<file path="config.mk">
export PLATFORM = sky130hd
export DESIGN_NAME = alu_seq_flat
export DESIGN_NICKNAME = d
export VERILOG_FILES = /design/src/rtl/alu_seq_if.sv /design/src/rtl/alu_seq.sv /design/src/flat_wrapper.sv
export SDC_FILE = /design/constraint.sdc
export NUM_CORES = 1
export LEC_CHECK = 0
export ABC_AREA = 1
export CAP_MARGIN = 10
export CORE_AREA = 8 8 284 286
export CTS_BUF_LIST = sky130_fd_sc_hd__clkbuf_16
export CTS_CLUSTER_DIAMETER = 50
export DETAILED_ROUTE_END_ITERATION = 16
export DIE_AREA = 0 0 292 294
export GPL_ROUTABILITY_DRIVEN = 0
export PLACE_DENSITY_LB_ADDON = 0.05
export SLEW_MARGIN = 10
export SYNTH_ARGS = -nofsm -noshare
export SYNTH_HDL_FRONTEND = slang
export SYNTH_SLANG_ARGS = --single-unit
</file>
<file path="constraint.sdc">
create_clock -name clock -period 3.7 [get_ports clock]
set_input_delay 0.555 -clock clock [delete_from_list [all_inputs] [get_ports clock]]
set_output_delay 0.555 -clock clock [all_outputs]
set_load 0.02 [all_outputs]
</file>
<file path="src/rtl/alu_seq_if.sv">
// Request/response bundle between the control FSM and the sequential ALU.
// The master drives the operation; the slave returns the result and status.
interface alu_seq_if #(
   parameter int WIDTH = 32
);
   logic             start;
   logic [5:0]       opcode;
   logic [5:0]       functionCode;
   logic [WIDTH-1:0] nIn1;
   logic [WIDTH-1:0] nIn2;
   logic [WIDTH-1:0] answerOut;
   logic [WIDTH-1:0] answerOut2;
   logic             busy;
   logic             done;
   logic             zero;
   logic             overflow;
   logic             illegal;

   modport master (
      output start, opcode, functionCode, nIn1, nIn2,
      input  answerOut, answerOut2, busy, done, zero, overflow, illegal
   );

   modport slave (
      input  start, opcode, functionCode, nIn1, nIn2,
      output answerOut, answerOut2, busy, done, zero, overflow, illegal
   );
endinterface

</file>
<file path="src/rtl/alu_seq.sv">
// Multi-cycle R-type ALU: one-cycle arithmetic/logic/compare ops and an
// iterative shift-add signed/unsigned multiply returning a 2*WIDTH product.
module alu_seq #(
   parameter int WIDTH = 32,
   parameter int CNT_W = $clog2(WIDTH) + 1
) (
   input logic      clock,
   input logic      reset,
   alu_seq_if.slave bus
);
   localparam logic [1:0] ST_IDLE = 2'd0;
   localparam logic [1:0] ST_MUL  = 2'd1;
   localparam logic [1:0] ST_FIN  = 2'd2;

   localparam logic [5:0] F_ADD   = 6'b100000;
   localparam logic [5:0] F_SUB   = 6'b100010;
   localparam logic [5:0] F_AND   = 6'b100100;
   localparam logic [5:0] F_OR    = 6'b100101;
   localparam logic [5:0] F_XOR   = 6'b100110;
   localparam logic [5:0] F_NOR   = 6'b100111;
   localparam logic [5:0] F_SLT   = 6'b101010;
   localparam logic [5:0] F_SLTU  = 6'b101011;
   localparam logic [5:0] F_MULT  = 6'b011000;
   localparam logic [5:0] F_MULTU = 6'b011001;

   localparam logic [WIDTH:0]     ONE_X = (WIDTH+1)'(1);
   localparam logic [2*WIDTH-1:0] ONE_P = (2*WIDTH)'(1);
   localparam logic [CNT_W-1:0]   LAST_CNT = CNT_W'(WIDTH);

   logic [1:0]       state_reg;
   logic [5:0]       opc_reg;
   logic [5:0]       func_reg;
   logic [WIDTH-1:0] a_reg;
   logic [WIDTH-1:0] b_reg;
   logic             req_reg;
   logic [WIDTH:0]   mcand_reg;
   logic [WIDTH-1:0] mplier_reg;
   logic [WIDTH:0]   acc_reg;
   logic             neg_reg;
   logic [CNT_W-1:0] cnt_reg;
   logic [WIDTH-1:0] ans_reg;
   logic [WIDTH-1:0] ans2_reg;
   logic             done_reg;
   logic             zero_reg;
   logic             ovf_reg;
   logic             ill_reg;

   logic [WIDTH-1:0]   res_next;
   logic               ovf_next;
   logic               ill_next;
   logic [WIDTH-1:0]   sum;
   logic [WIDTH-1:0]   diff;
   logic [WIDTH:0]     a_ext;
   logic [WIDTH:0]     b_ext;
   logic [WIDTH:0]     mag_a;
   logic [WIDTH:0]     mag_b;
   logic [WIDTH+1:0]   step_sum;
   logic [2*WIDTH-1:0] prod;
   logic [2*WIDTH-1:0] prod_fin;
   logic               start_mul;

   assign start_mul = (bus.opcode == 6'b000000) &&
                      ((bus.functionCode == F_MULT) || (bus.functionCode == F_MULTU));

   assign sum  = a_reg + b_reg;
   assign diff = a_reg - b_reg;

   always_comb begin
      res_next = '0;
      ovf_next = 1'b0;
      ill_next = 1'b0;
      if (opc_reg != 6'b000000) begin
         ill_next = 1'b1;
      end else begin
         case (func_reg)
            F_ADD: begin
               res_next = sum;
               ovf_next = (a_reg[WIDTH-1] == b_reg[WIDTH-1]) && (sum[WIDTH-1] != a_reg[WIDTH-1]);
            end
            F_SUB: begin
               res_next = diff;
               ovf_next = (a_reg[WIDTH-1] != b_reg[WIDTH-1]) && (diff[WIDTH-1] != a_reg[WIDTH-1]);
            end
            F_AND:   res_next = a_reg & b_reg;
            F_OR:    res_next = a_reg | b_reg;
            F_XOR:   res_next = a_reg ^ b_reg;
            F_NOR:   res_next = ~(a_reg | b_reg);
            F_SLT:   res_next = WIDTH'($signed(a_reg) < $signed(b_reg));
            F_SLTU:  res_next = WIDTH'(a_reg < b_reg);
            default: ill_next = 1'b1;
         endcase
      end
   end

   // Magnitudes carry one extra bit so that the most-negative operand negates exactly.
   assign a_ext = {a_reg[WIDTH-1], a_reg};
   assign b_ext = {b_reg[WIDTH-1], b_reg};
   assign mag_a = a_reg[WIDTH-1] ? (~a_ext + ONE_X) : a_ext;
   assign mag_b = b_reg[WIDTH-1] ? (~b_ext + ONE_X) : b_ext;

   assign step_sum = {1'b0, acc_reg} + (mplier_reg[0] ? {1'b0, mcand_reg} : '0);
   assign prod     = {acc_reg[WIDTH-1:0], mplier_reg};
   assign prod_fin = neg_reg ? (~prod + ONE_P) : prod;

   always_ff @(posedge clock) begin
      if (reset) begin
         state_reg  <= ST_IDLE;
         opc_reg    <= '0;
         func_reg   <= '0;
         a_reg      <= '0;
         b_reg      <= '0;
         req_reg    <= 1'b0;
         mcand_reg  <= '0;
         mplier_reg <= '0;
         acc_reg    <= '0;
         neg_reg    <= 1'b0;
         cnt_reg    <= '0;
         ans_reg    <= '0;
         ans2_reg   <= '0;
         done_reg   <= 1'b0;
         zero_reg   <= 1'b0;
         ovf_reg    <= 1'b0;
         ill_reg    <= 1'b0;
      end else begin
         done_reg <= 1'b0;
         case (state_reg)
            ST_IDLE: begin
               // A latched single-cycle op retires before any new request is taken.
               if (req_reg) begin
                  req_reg  <= 1'b0;
                  ans_reg  <= res_next;
                  ans2_reg <= '0;
                  zero_reg <= (res_next == '0);
                  ovf_reg  <= ovf_next;
                  ill_reg  <= ill_next;
                  done_reg <= 1'b1;
               end else if (bus.start) begin
                  opc_reg  <= bus.opcode;
                  func_reg <= bus.functionCode;
                  a_reg    <= bus.nIn1;
                  b_reg    <= bus.nIn2;
                  if (start_mul) begin
                     state_reg <= ST_MUL;
                     cnt_reg   <= '0;
                     acc_reg   <= '0;
                  end else begin
                     req_reg <= 1'b1;
                  end
               end
            end
            ST_MUL: begin
               if (cnt_reg == '0) begin
                  if (func_reg == F_MULT) begin
                     mcand_reg  <= mag_a;
                     mplier_reg <= mag_b[WIDTH-1:0];
                     neg_reg    <= a_reg[WIDTH-1] ^ b_reg[WIDTH-1];
                  end else begin
                     mcand_reg  <= {1'b0, a_reg};
                     mplier_reg <= b_reg;
                     neg_reg    <= 1'b0;
                  end
                  cnt_reg <= cnt_reg + 1'b1;
               end else begin
                  acc_reg    <= step_sum[WIDTH+1:1];
                  mplier_reg <= {step_sum[0], mplier_reg[WIDTH-1:1]};
                  cnt_reg    <= cnt_reg + 1'b1;
                  if (cnt_reg == LAST_CNT) begin
                     state_reg <= ST_FIN;
                  end
               end
            end
            ST_FIN: begin
               ans_reg   <= prod_fin[WIDTH-1:0];
               ans2_reg  <= prod_fin[2*WIDTH-1:WIDTH];
               zero_reg  <= (prod_fin == '0);
               ovf_reg   <= 1'b0;
               ill_reg   <= 1'b0;
               done_reg  <= 1'b1;
               state_reg <= ST_IDLE;
            end
            default: state_reg <= ST_IDLE;
         endcase
      end
   end

   assign bus.answerOut  = ans_reg;
   assign bus.answerOut2 = ans2_reg;
   assign bus.busy       = (state_reg != ST_IDLE);
   assign bus.done       = done_reg;
   assign bus.zero       = zero_reg;
   assign bus.overflow   = ovf_reg;
   assign bus.illegal    = ill_reg;
endmodule

</file>
<file path="src/flat_wrapper.sv">
// flat-port wrapper written by rule: the top's interface ports become plain ports
module alu_seq_flat 
#(
   parameter int WIDTH = 32,
   parameter int CNT_W = $clog2(WIDTH) + 1
)
  (clock, reset, bus_start, bus_opcode, bus_functionCode, bus_nIn1, bus_nIn2, bus_answerOut, bus_answerOut2, bus_busy, bus_done, bus_zero, bus_overflow, bus_illegal);
  alu_seq_if #(.WIDTH(WIDTH)) bus_i ();
  input logic clock;
  input logic reset;
  input wire logic [$bits(bus_i.start)-1:0] bus_start;
  input wire logic [$bits(bus_i.opcode)-1:0] bus_opcode;
  input wire logic [$bits(bus_i.functionCode)-1:0] bus_functionCode;
  input wire logic [$bits(bus_i.nIn1)-1:0] bus_nIn1;
  input wire logic [$bits(bus_i.nIn2)-1:0] bus_nIn2;
  output wire logic [$bits(bus_i.answerOut)-1:0] bus_answerOut;
  output wire logic [$bits(bus_i.answerOut2)-1:0] bus_answerOut2;
  output wire logic [$bits(bus_i.busy)-1:0] bus_busy;
  output wire logic [$bits(bus_i.done)-1:0] bus_done;
  output wire logic [$bits(bus_i.zero)-1:0] bus_zero;
  output wire logic [$bits(bus_i.overflow)-1:0] bus_overflow;
  output wire logic [$bits(bus_i.illegal)-1:0] bus_illegal;
  assign bus_i.start = bus_start;
  assign bus_i.opcode = bus_opcode;
  assign bus_i.functionCode = bus_functionCode;
  assign bus_i.nIn1 = bus_nIn1;
  assign bus_i.nIn2 = bus_nIn2;
  assign bus_answerOut = bus_i.answerOut;
  assign bus_answerOut2 = bus_i.answerOut2;
  assign bus_busy = bus_i.busy;
  assign bus_done = bus_i.done;
  assign bus_zero = bus_i.zero;
  assign bus_overflow = bus_i.overflow;
  assign bus_illegal = bus_i.illegal;
  alu_seq #(.WIDTH(WIDTH), .CNT_W(CNT_W)) u_core (.clock(clock), .reset(reset), .bus(bus_i));
endmodule
</file>
* Yosys cells after proc, flatten, opt, wreduce, memory -nomap -nowiden
Index checks and enable logic that the tools add are counted.
** Storage, ports and cells
- Flip-flop bits (word level) :: 252
- Input bits :: 79
- Output and inout bits :: 69
- Word-level logic and storage cells :: 123
** Cells by class
- Add/subtract/negate cells :: 7
- Magnitude comparators :: 2
- Eq/ne operators :: 24
- Multiplexer cells :: 44
- Bitwise logic cells :: 9
- Reduce and logical (&&, ||, !) cells :: 20
** Operators by type and width (number)
- $pmux 32 s8 :: 1
- $mux 33 :: 7
- $mux 32 :: 6
- $pmux 32 s2 :: 2
- $pmux 33 s2 :: 1
- $add 64x1->64 const B :: 1
- $logic_not 64->1 :: 1
- $lt 32x32->1 :: 2
- $mux 64 :: 1
- $not 32->32 :: 2
- $not 64->64 :: 1
- $eq 6x6->1 const B :: 9
- $add 33x34->34 :: 1
- $add 33x1->33 const B :: 1
- $not 33->33 :: 1
- $add 32x1->32 const B :: 1
- $add 32x32->32 :: 1
- $and 32x32->32 :: 1
- $logic_not 32->1 :: 1
- $or 32x32->32 :: 1
- $sub 32x32->32 :: 1
- $xor 32x32->32 :: 1
- $eq 6x5->1 const B :: 3
- $mux 6 :: 3
- other kinds (25) :: 56

* Depth between registers and ports, before layout
Gate-level depths: netlist of run 1.
- Depth after elaboration :: 7
- Depth in mapped cells :: 25
- Depth with buffers taken out :: 24

* Worst setup path after synthesis of run 1
Ideal clock, no wire load.
- Path kind :: register to register
- Start point :: register u_core.mplier_reg[0]
- End point :: register u_core.acc_reg[21]
- Setup time :: 0.132 ns
- Arrival time :: 2.401 ns
- Required time :: 3.568 ns
- Slack :: 1.167 ns
- Cell stages (with the launch flop) :: 18
- Path buffers :: 2
- Clock period less this slack :: 2.533 ns
- Cells stage by stage :: dfxtp_1 -> buf_6 -> clkbuf_1 -> nand2_1 -> inv_1 -> ha_1 -> nor2_1 -> a21oi_1 -> a21oi_1 -> o21bai_1 -> a21oi_1 -> inv_1 -> nand2_1 -> nand2_1 -> a21boi_0 -> or2_2 -> nand3_1 -> a21oi_1
** On the way
- Cells in the longest elaborated chain, start to end :: 4
** Ends and longest elaborated chain
- start: declaration :: line alu_seq.sv:37 : logic [WIDTH-1:0] mplier_reg;
- start signal: assignment :: line alu_seq.sv:155 : mplier_reg <= mag_b[WIDTH-1:0];
- start signal: assignment :: line alu_seq.sv:159 : mplier_reg <= b_reg;
- start signal: assignment :: line alu_seq.sv:165 : mplier_reg <= {step_sum[0], mplier_reg[WIDTH-1:1]};
- $mux 33 :: line alu_seq.sv:101 : assign step_sum = {1'b0, acc_reg} + (mplier_reg[0] ? {1'b0, mcand_reg} : '0);
- $add 33x34->34 :: line alu_seq.sv:101
- $mux 33 :: line alu_seq.sv:152 : if (cnt_reg == '0) begin
- $pmux 33 s2 :: line alu_seq.sv:126 : case (state_reg)
- end signal: assignment :: line alu_seq.sv:164 : acc_reg <= step_sum[WIDTH+1:1];
- end: declaration :: line alu_seq.sv:38 : logic [WIDTH:0] acc_reg;
No other way between the ends. The select of a mux whose other input is x is not followed.
A chain may end at the register's enable or synchronous reset.

* Worst setup path after layout of run 1
- Start point :: register u_core.a_reg[25]
- End point :: register u_core.zero_reg (netlist: u_core.bus.zero)
** On the way
- Cells in the longest elaborated chain, start to end :: 7
- Elaborated cells between the ends (all ways) :: 13
- Those cells by class :: add/sub (2); order compare (2); mux (4); bitwise (4); reduce/logical (1)
** Ends and longest elaborated chain
- start: declaration :: line alu_seq.sv:33 : logic [WIDTH-1:0] a_reg;
- start signal: assignment :: line alu_seq.sv:140 : a_reg <= bus.nIn1;
- branches (longest 2 deep; another with $sub 32x32->32)
- $pmux 32 s8 (*) :: line alu_seq.sv:75 : case (func_reg)
- $mux 32 (*) :: line alu_seq.sv:72 : if (opc_reg != 6'b000000) begin
- $logic_not 32->1 (*) :: line alu_seq.sv:133 : zero_reg <= (res_next == '0);
- $mux 1 (*) :: line alu_seq.sv:129 : if (req_reg) begin
- $pmux 1 s2 (*) :: line alu_seq.sv:126
- end signal: assignment :: line alu_seq.sv:133
- end signal: assignment :: line alu_seq.sv:175 : zero_reg <= (prod_fin == '0);
- end: declaration :: line alu_seq.sv:44 : logic zero_reg;
Every way passes the cells marked *. The select of a mux whose other input is x is not followed.

==> results.yml, run 1 <==
route:
  ant_nets: 0
  dr_total_vias: 25963
  drt_iter0_drc: 2485
  drcViolationCount: 0
  drt-total-wl_um: 113000
  routedWlPerCell_um: 22.3
  routed_via_density: 5.15
  first_pass_iters: 6
final_layout:
  final-seq-area_sq_mm: 0.00505
  drive_gt1_share_pct: 6.61
  nFillCells: 8708
  area_growth_pct: 20.3
  multi_input_area_sq_mm: 0.0149
  nets: 4250
sta:
  fin_crit_sh_pct: 94.1
  worstMarginPinSlew_ns: 1.24
  rsz0062_at_grt: "false"
  fmaxAchievable_mhz: 287
  clock_skew_ns: 0.0346
  slew_headroom_pct: 17.5
  setup_viol_count_final: 0
  period_needed_ns: 3.48
  final.setup.tns_ns: 0
  drv_slew: 0
  final_hold_viol_count: 0
  layout_setup_ws_ns: 0.217
power_and_ir_drop:
  pwr-share-seq_pct: 30.4
  p_switching_uw: 3380
  p_leak_uw: 0.0133
  p_per_area_mw_per_mm2: 354
  p_sw_share_pct: 35.2
  clkPwrFrac_pct: 46.6
  p_int_uw: 6210
  peakVddDrop_v: 0.000281
  combPwrFrac_pct: 22.9
floorplan:
  core-area_sq_mm: 0.0764
  initial_core_util_pct: 29.5
  die_h_um: 294
  rows: 102
  die_area_sq_mm: 0.0858
  ioPinCount: 148
  die_w_um: 292
yosys:
  synth-async-reset-ratio_pct: 0
  synthCells: 3858
  yosysWarnings: 0
  synth_seq_cells: 252
  synth_nets: 4091
  synth-seq-area-share_pct: 22.4
  syn-cell-area_sq_mm: 0.0225
  avgSynthCellArea_sq_um: 5.84
  synth_edf_count: 0
  synth_top_flop_cell: "dfxtp_1"
  synth_cell_types: 52
setup_path:
  worst-setup-path-type: "register to register"
  end_kind: "register"
  cp.required_ns: 4.18
  cp-start-kind: "register"
  crit_path_max_fanout: 8
  cp.arrival_ns: 3.96
  reg2reg_depth: 21
global_route:
  grt_usage_pct: 25.3
  grt_pass1_wl_um: 165000
  antenna_found_initial: 3
  grt-ovfl-total: 0
  grt_pass1_vias: 24717
  grt_max_degree: 123
clock_network:
  ctsHoldBuffers: 0
  path_clk_slew_ns: 0.06
  insertion_delay_ns: 0.60
  h-tree-depth: 2
  numClockSinks: 252
  ctsLongestPathBuffers: 3
  cts_buffers: 48
  cts_root_buf: "clkbuf_16"
  cts_tree: "yes"
place:
  io_buffers: 147
  place_ws_ns: 0.164
  post-dp-hpwl_um: 91700
hold_path:
  hold_depth: 2
  hp-class: "register to register"
flow_run:
  drv_cap: 0
run_status:
  status: "completed"
metal layers:
layer / track usage [%] / vias to the layer above / wire length [um]
li1: - / 12810 / -
met1: 36.7 / 12112 / 54600
met2: 38.6 / 893 / 47400
met3: 3.59 / 146 / 7390
met4: 6.91 / 2 / 3340
met5: 0 / - / 10
path summary, 6_finish.rpt:
check	from	end	slack (ns)
worst max-delay path	u_core.a_reg[25]	u_core.bus.zero	0.22
worst min-delay path	u_core.mcand_reg[32]	u_core.mcand_reg[32]	0.45
worst max register to register	u_core.a_reg[25]	u_core.bus.zero	0.22
worst min register to register	u_core.mcand_reg[32]	u_core.mcand_reg[32]	0.45
cell type report:
cell class | instances | share of cell area (%)
Sequential cell | 252 | 18.6
Clock buffer | 49 | 4.52
Clock inverter | 39 | 1.43
Antenna cell | 2 | 0.0185
Timing Repair Buffer | 258 | 8.77
Multi-Input combinational cell | 2934 | 54.8
Inverter | 523 | 7.26
Tap cell | 988 | 4.56
through the flow:
step / util [%] / hold WS, ns / area (sq um) / std cells / power [uW]
floorplan: - / 0.425 / 22500 / 3858 / 4220
global placement: 33.3 / 0.434 / 25500 / 4955 / 5150
detailed placement: 33.3 / 0.437 / 25500 / 4955 / 5120
CTS: 35.4 / 0.445 / 27100 / 5043 / 9640
global route: 35.4 / 0.467 / 27100 / 5043 / 10000
finish: 35.5 / 0.448 / 27100 / 5045 / 9590
timing repair:
item | in CTS | in global routing
buffers inserted | 0 | 0
gates resized for setup | 0 | 1
endpoints found under the setup margin | 0 | 1
cells by family after synthesis:
logic type / count (synthesis) / share of synthesized area (%)
xor+xnor: 59 / 2.29
buf+inv: 672 / 11.8
fa+ha+maj: 154 / 8.65
simple gates: 1951 / 36.4
flops: 252 / 22.4
compound gates: 770 / 18.5
power by group through the flow:
stage / clock, uW / combinational, uW / sequential (uW)
3_5_place_dp: 0 / 2150 / 2970
6_report: 4470 / 2200 / 2920
4_1_cts: 4560 / 2170 / 2910
5_1_grt: 4690 / 2400 / 2930
2_1_floorplan: 0 / 1260 / 2960
3_3_place_gp: 0 / 2180 / 2970
synthesized netlist by cell type (9+ instances only):
cell / n / area [sq um]
o221ai_1: 11 / 96.3
o21ai_1: 10 / 50.1
nor2_4: 9 / 101
buf_1: 12 / 45.0
nand4_1: 49 / 307
o211ai_1: 34 / 255
nor3_2: 9 / 90.1
a211oi_1: 16 / 120
nor2_1: 381 / 1430
nor3_1: 37 / 185
nand2_1: 1111 / 4170
xor2_1: 53 / 464
dfxtp_1: 252 / 5040
nor2_2: 9 / 56.3
ha_1: 151 / 1890
a21oi_1: 373 / 1870
buf_2: 36 / 180
nand3_1: 296 / 1480
inv_1: 507 / 1900
buf_4: 13 / 97.6
clkbuf_1: 81 / 304
o21bai_1: 9 / 67.6
o22ai_1: 17 / 106
nand3b_1: 11 / 82.6
o21ai_0: 262 / 1310
inv_2: 14 / 52.6
or2_2: 13 / 81.3
placed cells by master, fill, tap and decap left out, types with 9 or more instances in the layout:
master           synthesis  final
inv_1                  507    510
nor2_2                   9      9
clkdlybuf4s50_1          0    146
clkbuf_16                0     49
nor3_2                   9      9
o21bai_1                 9      9
nand3_1                296    296
inv_2                   14     14
o21ai_1                 10     10
buf_4                   13    106
o21ai_0                262    262
nand4_1                 49     49
nor2_4                   9     12
o211ai_1                34     34
or2_2                   13     13
a211oi_1                16     16
a21oi_1                373    373
o22ai_1                 17     17
inv_6                    0     10
ha_1                   151    151
nand2_1               1111   1110
xor2_1                  53     53
nand3b_1                11     11
nor2_1                 381    378
dfxtp_1                252    251
nor3_1                  37     36
o221ai_1                11     11
critical path: stages (launching register included):
cell,delay (ns)
dfxtp_1,0.42
inv_1,0.18
ha_1,0.55
inv_1,0.20
nand2_1,0.11
nand2_1,0.07
nand2_1,0.06
nand2_1,0.05
inv_1,0.09
o21ai_0,0.15
a21oi_1,0.38
nand2_1,0.09
nand2_1,0.08
nand3_1,0.07
a21oi_1,0.34
nor2_1,0.09
nand2_1,0.15
nor2_1,0.07
nand2_1,0.07
nand3_1,0.06
nand2_1,0.07
inv_1,0.03
(Power assumes the default switching activity.)
==> run 2, diff against run 1 <==
GPL_ROUTABILITY_DRIVEN = unset   (was 0)
==> results.yml, run 2 (synthesis gave the netlist of run 1 again) <==
sta:
  fin_crit_sh_pct: 96.3
  drv_slew: 0
  fmaxAchievable_mhz: 281
  period_needed_ns: 3.56
  final_hold_viol_count: 0
  slew_headroom_pct: 33.2
  final.setup.tns_ns: 0
  clock_skew_ns: 0.0550
  setup_viol_count_final: 0
  worstMarginPinSlew_ns: 0.994
  rsz0062_at_grt: "false"
global_route:
  grt-ovfl-total: 0
  grt_max_degree: 74
  grt_usage_pct: 25.6
  antenna_found_initial: 4
  grt_pass1_vias: 25135
  grt_pass1_wl_um: 167000
setup_path:
  cpMostUsedCell: "nand2_1"
  cp-start-kind: "register"
  r2r_start: "u_core.a_reg[27]"
  cp.required_ns: 4.24
  crit_path_max_fanout: 7
  crit_path_start: "u_core.a_reg[27]"
  cp_cell_sequence: "inv_1 -> ha_1 -> inv_1 -> a21oi_1 -> nand2_1 -> inv_1 -> o21ai_0 -> a21oi_1 -> nand2_1 -> nand2_1 -> nand3_1 -> a21oi_1 -> nor2_1 -> nand2_1 -> nor2_1 -> nand2_1 -> nand3_1 -> nand2_1 -> inv_1"
  crit_slowest_cell: "ha_1"
  cp.arrival_ns: 4.10
  end_kind: "register"
  critPathMaxStageDelay_ns: 0.52
  worst-setup-path-type: "register to register"
clock_network:
  insertion_delay_ns: 0.64
  ctsHoldBuffers: 0
  ctsLongestPathBuffers: 3
  cts_tree: "yes"
  cts_root_buf: "clkbuf_16"
  numClockSinks: 252
  cts_buffers: 49
  path_clk_slew_ns: 0.06
  h-tree-depth: 2
power_and_ir_drop:
  peakVddDrop_v: 0.000314
  p_leak_uw: 0.0134
  finalPower_uw: 9930
  p_per_area_mw_per_mm2: 364
floorplan:
  ioPinCount: 148
  rows: 102
  core-area_sq_mm: 0.0764
  die_area_sq_mm: 0.0858
  initial_core_util_pct: 29.5
  die_h_um: 294
  die_w_um: 292
route:
  drcViolationCount: 0
  ant_nets: 0
  routed_via_density: 5.18
  drt-total-wl_um: 114000
  drt_iter0_drc: 2253
  first_pass_iters: 6
  dr_total_vias: 26189
  routedWlPerCell_um: 22.6
place:
  post-dp-hpwl_um: 92900
  io_buffers: 147
  gp_congestion: 0.942
final_layout:
  drive_gt1_share_pct: 6.82
  nets: 4253
  area_growth_pct: 20.9
  mostFrequentLayoutCells: "nand2_1 (1,110), inv_1 (511), nor2_1 (377)"
  mostFrequentLayoutCell: "nand2_1"
run_status:
  status: "completed"
flow_run:
  drv_cap: 0
hold_path:
  hp-class: "register to register"
  min_from: "u_core.mcand_reg[32]"
## run 2: metrics by stage
stage                     util, %  instance area [sq um]  setup WS [ns]  hold WS, ns  cells
after floorplan                 -                  22500           1.17        0.425   3858
after detailed placement     33.3                  25500          0.157        0.438   4957
final                        35.6                  27200          0.137        0.444   5051
after global routing         35.6                  27200        0.00550        0.464   5049
after global placement       33.3                  25500         0.0743        0.438   4957
after CTS                    35.6                  27200          0.169        0.446   5049
## run 2: cell type report
| class | count | area [sq um] |
|---|---|---|
| antenna | 2 | 5.00 |
| clock buffer | 49 | 1230 |
| clock inverter | 43 | 510 |
| fill | 8604 | 49200 |
| inverter | 523 | 1970 |
| multi-input combinational | 2934 | 14900 |
| sequential | 252 | 5050 |
| tap | 988 | 1240 |
| timing repair buffer | 260 | 2380 |
## run 2: worst max-delay path, delay by kind of cell, from the launching register on
kind | cells | cell delay [ns]
AO/OA/AOI/OAI | 4 | 1.13
AND/OR/NAND/NOR | 10 | 0.93
adder cells (fa/ha/maj) | 1 | 0.52
buffers and inverters | 4 | 0.51
flip-flops | 1 | 0.43
## run 2: layer usage
layer / vias to the layer above / global-route usage (%) / share of wire (%)
li1: 12821 / - / -
met1: 12346 / 37.3 / 49
met2: 874 / 39.0 / 42
met3: 148 / 3.31 / 6.0
met4: 0 / 7.30 / 2.7
met5: - / 0 / 0
## run 2: power breakdown
group	internal, uW	switching, uW
combinational	671	1550
clock	2960	1830
sequential	2800	118
## run 2: timing repair
action	in CTS	in global routing
gates resized for setup	0	8
setup endpoints to repair	0	1
setup buffers	0	0
## run 2: worst paths after layout
path	endpoint	depth (start not counted)	slack, ns
setup / recovery	u_core.bus.zero	19	0.14
hold / removal	u_core.mcand_reg[32]	2	0.44
setup reg to reg	u_core.bus.zero	19	0.14
hold reg to reg	u_core.mcand_reg[32]	2	0.44
